## src/rtl/fetch_pc_unit.sv

```systemverilog
`timescale 1ns/1ps
// -----------------------------------------------------------------------------
// fetch_pc_unit
//
// Instruction-fetch stage. Owns the program counter, keeps at most one
// instruction-memory request outstanding, and hands each fetched word to
// decode. A taken branch/jump resolved in EX (redirect_valid) moves the PC to
// redirect_target. A response that belongs to the old PC is thrown away.
//
// Handshakes (both the imem request and the decode hand-off): a transfer
// happens on a rising clock edge where valid && ready are both high. While
// valid is high without ready, the producer holds its payload stable. The
// one case that breaks this is a redirect: the fetch request address may
// change while it is waiting, and if_valid drops in the cycle a redirect
// arrives.
//
// Ports
//   clk, rst_n       : clock, asynchronous active-low reset
//   redirect_valid   : taken branch/jump resolved in EX this cycle
//   redirect_target  : new PC; bits [1:0] are forced to zero
//   imem_req_valid   : fetch request valid (high only in REQ)
//   imem_req_ready   : memory accepts the request
//   imem_req_addr    : word-aligned fetch address (= pc)
//   imem_rsp_valid   : response valid; only meaningful in WAIT
//   imem_rsp_data    : instruction word returned by memory
//   if_valid         : instruction available to decode
//   if_ready         : decode consumes the instruction
//   if_pc, if_instr  : PC and word of the presented instruction
//   dbg_state        : current FSM state (0 IDLE, 1 REQ, 2 WAIT, 3 HOLD)
//   dbg_drop         : outstanding response is stale and will be discarded
// -----------------------------------------------------------------------------
module fetch_pc_unit #(
    parameter logic [31:0] RESET_PC = 32'h0000_0000
) (
    input  logic        clk,
    input  logic        rst_n,
    input  logic        redirect_valid,
    input  logic [31:0] redirect_target,
    output logic        imem_req_valid,
    input  logic        imem_req_ready,
    output logic [31:0] imem_req_addr,
    input  logic        imem_rsp_valid,
    input  logic [31:0] imem_rsp_data,
    output logic        if_valid,
    input  logic        if_ready,
    output logic [31:0] if_pc,
    output logic [31:0] if_instr,
    output logic [1:0]  dbg_state,
    output logic        dbg_drop
);

    typedef enum logic [1:0] {
        S_IDLE = 2'd0,
        S_REQ  = 2'd1,
        S_WAIT = 2'd2,
        S_HOLD = 2'd3
    } state_t;

    state_t      state_q, state_d;
    logic [31:0] pc_q, pc_d;
    logic [31:0] instr_q, instr_d;
    logic        drop_q, drop_d;

    // Low two bits of the target are cleared by masking so that every input
    // bit is consumed and the PC always stays word aligned.
    logic [31:0] target_aligned;
    assign target_aligned = redirect_target & ~32'h0000_0003;

    logic req_fire;
    assign req_fire = (state_q == S_REQ) && imem_req_ready;

    // -------------------------------------------------------------------------
    // State register
    // -------------------------------------------------------------------------
    always_ff @(posedge clk or negedge rst_n) begin
        if (!rst_n) begin
            state_q <= S_IDLE;
        end else begin
            state_q <= state_d;
        end
    end

    // Datapath registers follow the values chosen by the next-state logic.
    always_ff @(posedge clk or negedge rst_n) begin
        if (!rst_n) begin
            pc_q    <= RESET_PC;
            instr_q <= 32'h0000_0000;
            drop_q  <= 1'b0;
        end else begin
            pc_q    <= pc_d;
            instr_q <= instr_d;
            drop_q  <= drop_d;
        end
    end

    // -------------------------------------------------------------------------
    // Next-state logic (FSM plus pc / instr_buf / drop updates)
    // Redirect wins over every other event except in IDLE.
    // -------------------------------------------------------------------------
    always_comb begin
        state_d = state_q;
        pc_d    = pc_q;
        instr_d = instr_q;
        drop_d  = drop_q;

        unique case (state_q)
            S_IDLE: begin
                state_d = S_REQ;
            end

            S_REQ: begin
                if (req_fire) begin
                    state_d = S_WAIT;
                    // The address that just went out is the old pc, so a
                    // redirect in this same cycle makes its answer stale.
                    drop_d  = redirect_valid;
                end
                if (redirect_valid) begin
                    pc_d = target_aligned;
                end
            end

            S_WAIT: begin
                if (imem_rsp_valid) begin
                    if (!drop_q && !redirect_valid) begin
                        instr_d = imem_rsp_data;
                        state_d = S_HOLD;
                    end else begin
                        drop_d  = 1'b0;
                        state_d = S_REQ;
                        if (redirect_valid) begin
                            pc_d = target_aligned;
                        end
                    end
                end else if (redirect_valid) begin
                    // Cannot issue the new fetch until the old response has
                    // come back; remember to discard it.
                    pc_d   = target_aligned;
                    drop_d = 1'b1;
                end
            end

            S_HOLD: begin
                if (redirect_valid) begin
                    pc_d    = target_aligned;
                    state_d = S_REQ;
                end else if (if_ready) begin
                    pc_d    = pc_q + 32'd4;
                    state_d = S_REQ;
                end
            end

            default: begin
                state_d = S_IDLE;
            end
        endcase
    end

    // -------------------------------------------------------------------------
    // Output decode
    // if_valid is masked by redirect_valid combinationally so that an
    // instruction on the wrong path is never handed to decode.
    // -------------------------------------------------------------------------
    always_comb begin
        imem_req_valid = 1'b0;
        if_valid       = 1'b0;
        imem_req_addr  = pc_q;
        if_pc          = pc_q;
        if_instr       = instr_q;
        dbg_state      = state_q;
        dbg_drop       = drop_q;

        if (state_q == S_REQ) begin
            imem_req_valid = 1'b1;
        end
        if (state_q == S_HOLD && !redirect_valid) begin
            if_valid = 1'b1;
        end
    end

endmodule
```

## config.mk

```make
export PLATFORM = sky130hd
export DESIGN_NAME = fetch_pc_unit
export DESIGN_NICKNAME = d
export VERILOG_FILES = /design/src/rtl/fetch_pc_unit.sv
export SDC_FILE = /design/constraint.sdc
export NUM_CORES = 1
export LEC_CHECK = 0
export ABC_AREA = 1
export BUFFER_PORTS_ARGS = -buffer_cell sky130_fd_sc_hd__buf_2
export CAP_MARGIN = 30
export CORE_MARGIN = 4
export CORE_UTILIZATION = 30
export DETAILED_ROUTE_END_ITERATION = 16
export SKIP_CTS_REPAIR_TIMING = 1
export SLEW_MARGIN = 20
export SYNTH_ARGS = -nofsm -noshare
export SYNTH_HDL_FRONTEND = slang
export SYNTH_SLANG_ARGS = --single-unit
```

## constraint.sdc

```tcl
create_clock -name clk -period 1.75 [get_ports clk]
set_input_delay 0.35 -clock clk [delete_from_list [all_inputs] [get_ports clk]]
set_output_delay 0.35 -clock clk [all_outputs]
set_load 0.005 [all_outputs]
```

==> results of run 1 <==
## state kept, by name, indices dropped and copies added, names as in the netlist
register,cells
dbg_drop,1
dbg_state,2
if_instr,32
if_pc,30
## worst reg2reg max path: cells and delay by family, from the launching register on
family | cells | cell delay (ps)
compound gates | 2 | 220
fa+ha+maj | 1 | 230
buf+inv | 3 | 330
flops | 1 | 440
simple gates | 2 | 260
## power groups by stage
stage	Sequential (mW)	Clock, mW	Combinational [mW]
after detailed placement	2.96	0	3.69
after CTS	2.96	2.08	3.70
after floorplan	2.90	0	2.35
after global placement	2.95	0	3.66
after global routing	3.09	2.14	4.27
final	2.95	2.02	3.72
## cell type report
| type | instances | area [µm²] | share of cell area [%] |
|---|---|---|---|
| sequential | 65 | 1630 | 30.6 |
| inverter | 45 | 171 | 3.22 |
| timing repair buffer | 185 | 1060 | 19.9 |
| clock inverter | 4 | 75.1 | 1.41 |
| multi-input combinational | 370 | 1920 | 35.9 |
| clock buffer | 12 | 256 | 4.81 |
| tap | 176 | 220 | 4.13 |
## placed cells by master (no fill, tap or decap), types with 2 or more instances in the layout
master and instances:
inv_1 40, nor2_4 3, clkinvlp_4 2, nor3_1 2, inv_2 4, clkbuf_16 10, clkbuf_8 2, a21oi_1 11
nand4_1 3, nor2_2 8, conb_1 4, dfrtp_1 63, o21ai_0 15, mux2_2 32, dfrtp_2 2, nor2_1 71
or2_1 2, ha_1 4, buf_2 164, o21ai_1 14, buf_4 14, nand2_2 6, buf_12 5, nand2_1 143
o22ai_1 4, bufinv_16 2, nand3_1 36
## worst max-delay path by stage
stage,endpoint,slack (ps),cells past startpoint
2_1_floorplan,if_instr[0],220,5
3_3_place_gp,if_pc[15],140,8
3_5_place_dp,if_pc[16],130,8
4_1_cts,if_valid,-180,5
5_1_grt,if_valid,-20,5
6_report,if_valid,30,5
## layer usage
layer	wire length (µm)	track usage, %
met1	5220	20.0
met2	5380	24.7
met3	1070	4.86
met4	253	6.98
met5	12	0
## cell families after synthesis
group,count (synthesis),share of synthesized area [%]
xor+xnor,1,0.217
compound gates,50,6.86
other cells,1,0.0930
flops,65,40.3
fa+ha+maj,5,1.55
buf+inv,95,12.9
mux,32,8.94
simple gates,278,29.1
==> metrics, run 1 <==
YS warnings=0; hold crit path type=in2async; post-synth top area share=40.3%; final worst slack=33.2 ps; Internal Power=5.30 mW; overflow left after global routing=0; vias per cell=4.53; FF-to-FF setup slack=150 ps; Num CTS Buffers=9; vias in the first global route=3824; crit path from=dbg_state[1]; post-layout min period=1720 ps; TritonCTS clock tree=done; final core utilization=40.4%; crit path capture type=primary output; dominant synthesized flop cell=dfrtp_1; Syn Std Cell Area=0.00403 mm²; R2R cell count=8; Fmax achieved=582 MHz; Nets=751; Leak=2.70 nW; Top Ports=171; final cell count without fillers=857; slowest stage delay, CP=440 ps; cell breakdown of the critical path=ha_4, nand2_4, inv_4, buf_12, buf_2; area leader, netlist=dfrtp_1; clk buf depth=2; sequential cell area fraction in the yosys report=40.3%; Post-Syn Instances=527; Filler Cells Inserted=1392; Hold Violations, Final=0; die area=0.0154 mm²; TritonCTS Sinks=65; Synth top cells by count=nand2_1 (144), nor2_1 (71), dfrtp_1 (65), inv_1 (40); First-pass DRT Iterations=6; Final GP Congestion=0.892; WL final=11900 µm; CP Buf/Inv Count=3; synthesized flop and latch total=65; fin crit share=98.1%; core area=0.0132 mm²; antenna cells=0; signal arrival time at the worst endpoint=1370 ps; synth top area cells=dfrtp_1 (40%), nand2_1 (13%), mux2_2 (8.9%); syn avg cell area=7.65 µm²; Die Width=124 µm; clock skew=8.12 ps; Comb pwr share=42.8%; dpl hpwl=9010 µm; Reg-to-Reg Start=dbg_state[0]; Root Driver=clkbuf_16; Top delay family on crit path=flip-flops; Crit-path slowest cell=dfrtp_2; Reg power frac=33.9%; largest net degree at the start of global routing=66; share of cells above drive strength 1=38.5%; H-Tree Depth=3; CP Launch Type=register; Pins Over Slew Limit=0; FFs w/ async S/R, synth=100%; RSZ-0062 raised after global routing=yes; Clock Latency Late Sink=340 ps; sw frac=39.0%; Reg clk slew, reported paths=60 ps; row count=42; Fin Setup TNS=0 ps; worst slack at placement=131 ps; post-route ant nets=0; DRC viols=0; worst-path fanout max=12; Die Span Y=124 µm; setup violators final=0; post-route cell area=0.00533 mm²; Area Overhead vs Synth=32.2%; Min Hold Slack=20.3 ps; Power Density=1630 mW/mm²; Yosys cell types=32; top-count cell post-synth=nand2_1; IO buf count=164; placed cell areas=0.00492 mm²; FF-to-FF End=if_pc[11]; number of synthesized flops with an enable pin=0; status=finished clean; initial DRC count=138; antenna violations before repair=1; gr usage total=15.8%; Initial Util=30.6%; Clock power frac=23.3%; Worst EP required=1400 ps; Vias=3878; switching power=3.39 mW; Tot Pwr=8.69 mW; max-capacitance violation count=0; CP Class=reg2out; Routed WL per cell=13.9 µm; first-pass GRT wire length=18600 µm; Placed Cells=837; VDD IR-drop max=0.789 mV
(Power assumes the default switching activity.)
==> run 2, diff against run 1 <==
--- a/config.mk
+++ b/config.mk
@@ -6,11 +6,13 @@
 export NUM_CORES = 1
 export LEC_CHECK = 0
 export ABC_AREA = 1
-export BUFFER_PORTS_ARGS = -buffer_cell sky130_fd_sc_hd__buf_2
 export CAP_MARGIN = 30
 export CORE_MARGIN = 4
 export CORE_UTILIZATION = 30
 export DETAILED_ROUTE_END_ITERATION = 16
+export DONT_BUFFER_PORTS = 1
+export GPL_ROUTABILITY_DRIVEN = 0
+export SETUP_SLACK_MARGIN = 0.3
 export SKIP_CTS_REPAIR_TIMING = 1
 export SLEW_MARGIN = 20
 export SYNTH_ARGS = -nofsm -noshare
==> run 2 against run 1 <==
  * The run now ends with hold timing left
  * Clock skew is essentially flat
  * Sequential share of layout area is 2.2 points higher
  * Utilization is 2.4 points lower
  * Setup slack better by 83 ps
  * Largest cell class unchanged
  * Cell area is 6.0% lower
  * Critical path type unchanged
  * Combinational power is 6.7% lower
  * Maximum frequency rose by 5.1%
==> metrics, run 2 (synthesis gave the netlist of run 1 again) <==
status=finished, violations left; failing checks=hold timing; WL final=12400 µm (+3.9%); final worst slack=116 ps (+82.8 ps); H-Tree Depth=3 (unchanged); IO buf count=0 (-100%); Largest register FFs=32 (unchanged); Reg clk slew, reported paths=60 ps (about the same); sw frac=41.1% (+2.1 points); Die Width=124 µm (unchanged); CP Launch Type=register; FF-to-FF setup slack=160 ps (about the same); Root Driver=clkbuf_16; TritonCTS clock tree=done; share of cells above drive strength 1=29.8% (-8.7 points); largest net degree at the start of global routing=66 (unchanged); TritonCTS Sinks=65 (unchanged); Worst EP required=1400 ps (about the same); First-pass DRT Iterations=4 (-2); post-route ant nets=0 (unchanged); worst slack at placement=112 ps (-18.4 ps); Filler Cells Inserted=1302 (-6.5%); Top Ports=171 (unchanged); Comb pwr share=41.2% (-1.6 points); final cell count without fillers=720 (-16%); initial DRC count=252 (+83%); Num CTS Buffers=9 (unchanged); Clock power frac=21.7% (-1.6 points); commonest non-fill, non-tap cell in the layout=nand2_1; max-capacitance violation count=0 (unchanged); fin crit share=93.4% (-4.7 points); clock skew=8.24 ps (+0.118 ps); core area=0.0132 mm² (unchanged); Die Span Y=124 µm (unchanged); most frequent cells in the layout=nand2_1 (140), nor2_1 (54), dfrtp_1 (53), inv_1 (39), nand3_1 (36); Area Overhead vs Synth=24.2%; worst-path fanout max=6 (-6); Routed WL per cell=17.2 µm (+24%); Power Density=1680 mW/mm² (+3.1%); Fmax achieved=612 MHz (+5.1%); Top delay family on crit path=flip-flops; Nets=614 (-18%); dpl hpwl=8690 µm (-3.5%); clk buf depth=2 (unchanged); gr usage total=15.1% (-0.64 points); Clock Latency Late Sink=340 ps (about the same); CP Class=reg2out; Pins Over Slew Limit=0 (unchanged); Crit-path slowest cell=dfrtp_2; Min Hold Slack=-292 ps (-312 ps); cell breakdown of the critical path=ha_4, nand2_4, inv_8, buf_12; setup violators final=0 (unchanged); hold crit path type=in2async; DRC viols=0 (unchanged); CP Buf/Inv Count=2 (-1); VDD IR-drop max=0.873 mV (+11%); crit path capture type=primary output; vias in the first global route=3238 (-15%); signal arrival time at the worst endpoint=1280 ps (-90 ps); Reg power frac=37.1% (+3.2 points); Hold Violations, Final=65 (+65); Vias=3457 (-11%); switching power=3.47 mW (+2.2%); Placed Cells=687 (-18%); die area=0.0154 mm² (unchanged); first-pass GRT wire length=17400 µm (-6.3%); post-layout min period=1630 ps (-82.8 ps); antenna cells=0 (unchanged); Leak=2.29 nW (-15%); vias per cell=4.80 (+6.1%); row count=42 (unchanged); overflow left after global routing=0 (unchanged); Tot Pwr=8.42 mW (-3.1%); antenna violations before repair=1 (unchanged); Internal Power=4.96 mW (-6.5%); Initial Util=30.6% (unchanged); slowest stage delay, CP=480 ps (+40 ps); RSZ-0062 raised after global routing=yes
-- run 2: cell types whose count changed in the layout (fill, tap and decap cells not counted), moves of 17 or more --
cell	change
buf_2	-164
buf_4	+19
mux2_2	-17
mux2_4	+17
nor2_1	-17
-- run 2: worst paths after layout --
check                                 start      endpoint  cells after the start
max in group asynchronous             rst_n     if_pc[24]                      0
min                                   rst_n  if_instr[26]                      0
min in group clk           imem_rsp_data[5]   if_instr[5]                      1
max                            dbg_state[1]      if_valid                      4
min reg2reg                    if_instr[17]  if_instr[17]                      1
max reg2reg                    dbg_state[1]      if_pc[6]                      8
-- run 2: power groups by stage --
stage          clock (mW)  combinational [mW]  sequential, mW
3_3_place_gp            0                2.82            3.06
5_1_grt              1.94                3.89            3.27
6_report             1.82                3.47            3.13
4_1_cts              1.86                2.90            3.06
3_5_place_dp            0                2.90            3.06
2_1_floorplan           0                2.36            2.90
-- run 2: layer usage --
layer  GRT usage (%)  part of all wire, %
met1            17.3                   39
met4            5.82                  2.4
met5               0                0.056
met2            24.4                   47
met3            7.40                   11
-- run 2: layout make-up --
cell class	count	area (µm²)	share of cell area (%)
sequential	65	1640	32.8
tap	176	220	4.40
clock buffer	11	243	4.85
inverter	45	184	3.67
multi-input combinational	370	2130	42.6
timing repair buffer	48	533	10.6
clock inverter	5	55.1	1.10
-- run 2: per-stage QoR --
stage | TNS [ps] | area [µm²] | util (%)
2_1_floorplan | 0 | 4060 | -
3_3_place_gp | 0 | 4190 | 31.8
3_5_place_dp | 0 | 4190 | 31.8
4_1_cts | -115 | 4490 | 34.1
5_1_grt | 0 | 5010 | 38.0
6_report | 0 | 5010 | 38.0
==> run 3, diff against run 2 <==
--- a/config.mk
+++ b/config.mk
@@ -12,7 +12,7 @@
 export DETAILED_ROUTE_END_ITERATION = 16
 export DONT_BUFFER_PORTS = 1
 export GPL_ROUTABILITY_DRIVEN = 0
-export SETUP_SLACK_MARGIN = 0.3
+export SETUP_SLACK_MARGIN = 0.4
 export SKIP_CTS_REPAIR_TIMING = 1
 export SLEW_MARGIN = 20
 export SYNTH_ARGS = -nofsm -noshare
==> run 3 against run 2 <==
  * The run still ends with hold timing left
  * Largest power group unchanged
  * Wire length increased by 3.3%
  * Clock power is 5% higher
  * Critical path depth rose by 1
  * Register-to-register slack worse by 30 ps
  * First-iteration DRC count decreased by 21%
  * Setup slack worse by 53 ps
==> metrics, run 3 (synthesis gave the netlist of run 1 again) <==
status=finished, violations left; failing checks=hold timing; setup violators final=0 (unchanged); clock skew=9.49 ps (+1.25 ps); RSZ-0062 raised after global routing=yes; Die Span Y=124 µm (unchanged); Root Driver=clkbuf_16; antenna violations before repair=1 (unchanged); Power Density=1680 mW/mm² (-0.36%); Fmax achieved=593 MHz (-3.2%); Reg clk slew, reported paths=60 ps (about the same); fin crit share=96.4% (+3.0 points); Pins Over Slew Limit=0 (unchanged); CP Launch Type=register; Die Width=124 µm (unchanged); Vias=3563 (+3.1%); IO buf count=0 (unchanged); Routed WL per cell=17.4 µm (+1.2%); overflow left after global routing=0 (unchanged); share of cells above drive strength 1=32.4% (+2.6 points); commonest non-fill, non-tap cell in the layout=nand2_1; initial DRC count=198 (-21%); Nets=629 (+2.4%); VDD IR-drop max=0.745 mV (-15%); row count=42 (unchanged); First-pass DRT Iterations=4 (unchanged); signal arrival time at the worst endpoint=1340 ps (+60 ps); gr usage total=15.6% (+0.52 points); CP Class=reg2out; Min Hold Slack=-296 ps (-4.20 ps); post-route cell area=0.00513 mm² (+2.3%); worst-path fanout max=6 (unchanged); WL final=12800 µm (+3.3%); post-layout min period=1690 ps (+53.3 ps); vias in the first global route=3418 (+5.6%); Initial Util=30.6% (unchanged); Top Ports=171 (unchanged); hold crit path type=in2async; most frequent cells in the layout=nand2_1 (142), nor2_1 (58), dfrtp_1 (54), buf_4 (47), inv_1 (37); DRC viols=0 (unchanged); max-capacitance violation count=0 (unchanged); Num CTS Buffers=9 (unchanged); TritonCTS clock tree=done; Clock Latency Late Sink=330 ps (about the same); placed cell areas=0.00427 mm² (+1.8%); crit path capture type=primary output; antenna cells=0 (unchanged); Largest register FFs=32 (unchanged); clk buf depth=2 (unchanged); first-pass GRT wire length=18100 µm (+4.1%); H-Tree Depth=3 (unchanged); Hold Violations, Final=65 (unchanged); Worst EP required=1400 ps (about the same); die area=0.0154 mm² (unchanged); dpl hpwl=8940 µm (+2.8%); post-route ant nets=0 (unchanged); vias per cell=4.85 (+0.96%); largest net degree at the start of global routing=66 (unchanged); TritonCTS Sinks=65 (unchanged); Leak=2.28 nW (-0.14%); Area Overhead vs Synth=27.1%; core area=0.0132 mm² (unchanged); final core utilization=38.9% (+0.88 points)
-- run 3: stage by stage --
stage	power [mW]	setup TNS [ps]	std cells	worst slack (ps)
final	8.59	0	735	62.8
after global routing	9.26	0	735	20.9
after CTS	8.05	-186	702	-186
after detailed placement	6.08	0	686	143
after global placement	5.98	0	686	182
after floorplan	5.38	0	530	292
-- run 3: area by class of cell --
| type | count | area (µm²) |
|---|---|---|
| clock inverters | 5 | 80.1 |
| repair buffers | 63 | 659 |
| clock buffers | 11 | 233 |
| multi-input cells | 370 | 2100 |
| well taps | 176 | 220 |
| fillers | 1336 | 8060 |
| flip-flops and latches | 65 | 1640 |
| inverters | 45 | 191 |
-- run 3: report_power, final --
group / switching (mW) / total (mW) / internal (mW)
Sequential: 0.879 / 3.10 / 2.22
Clock: 0.679 / 1.92 / 1.25
Combinational: 1.96 / 3.56 / 1.60
-- run 3: layer usage --
metal  up-vias  wire (µm)  track usage, %
met3        27       1410            6.49
met5         -          7               0
li1       1696          -               -
met4         2        261            6.43
met2       176       6370            26.6
met1      1662       4760            17.2
-- run 3: worst max-delay path, stage by stage, from the launching register on --
cell	delay, ps
dfrtp_2	430
ha_4	190
nand2_8	90
clkinv_8	60
buf_12	120
buf_6	100
-- run 3: final timing paths --
check	from	cells past startpoint	slack, ps	end
worst max-delay path	dbg_state[1]	5	60	if_valid
max in group asynchronous	rst_n	0	1920	if_pc[13]
min in group clk	imem_rsp_data[11]	1	160	if_instr[11]
worst max register to register	dbg_state[0]	7	130	if_instr[18]
worst min-delay path	rst_n	0	-300	dbg_state[1]
worst min register to register	if_instr[13]	1	550	if_instr[13]
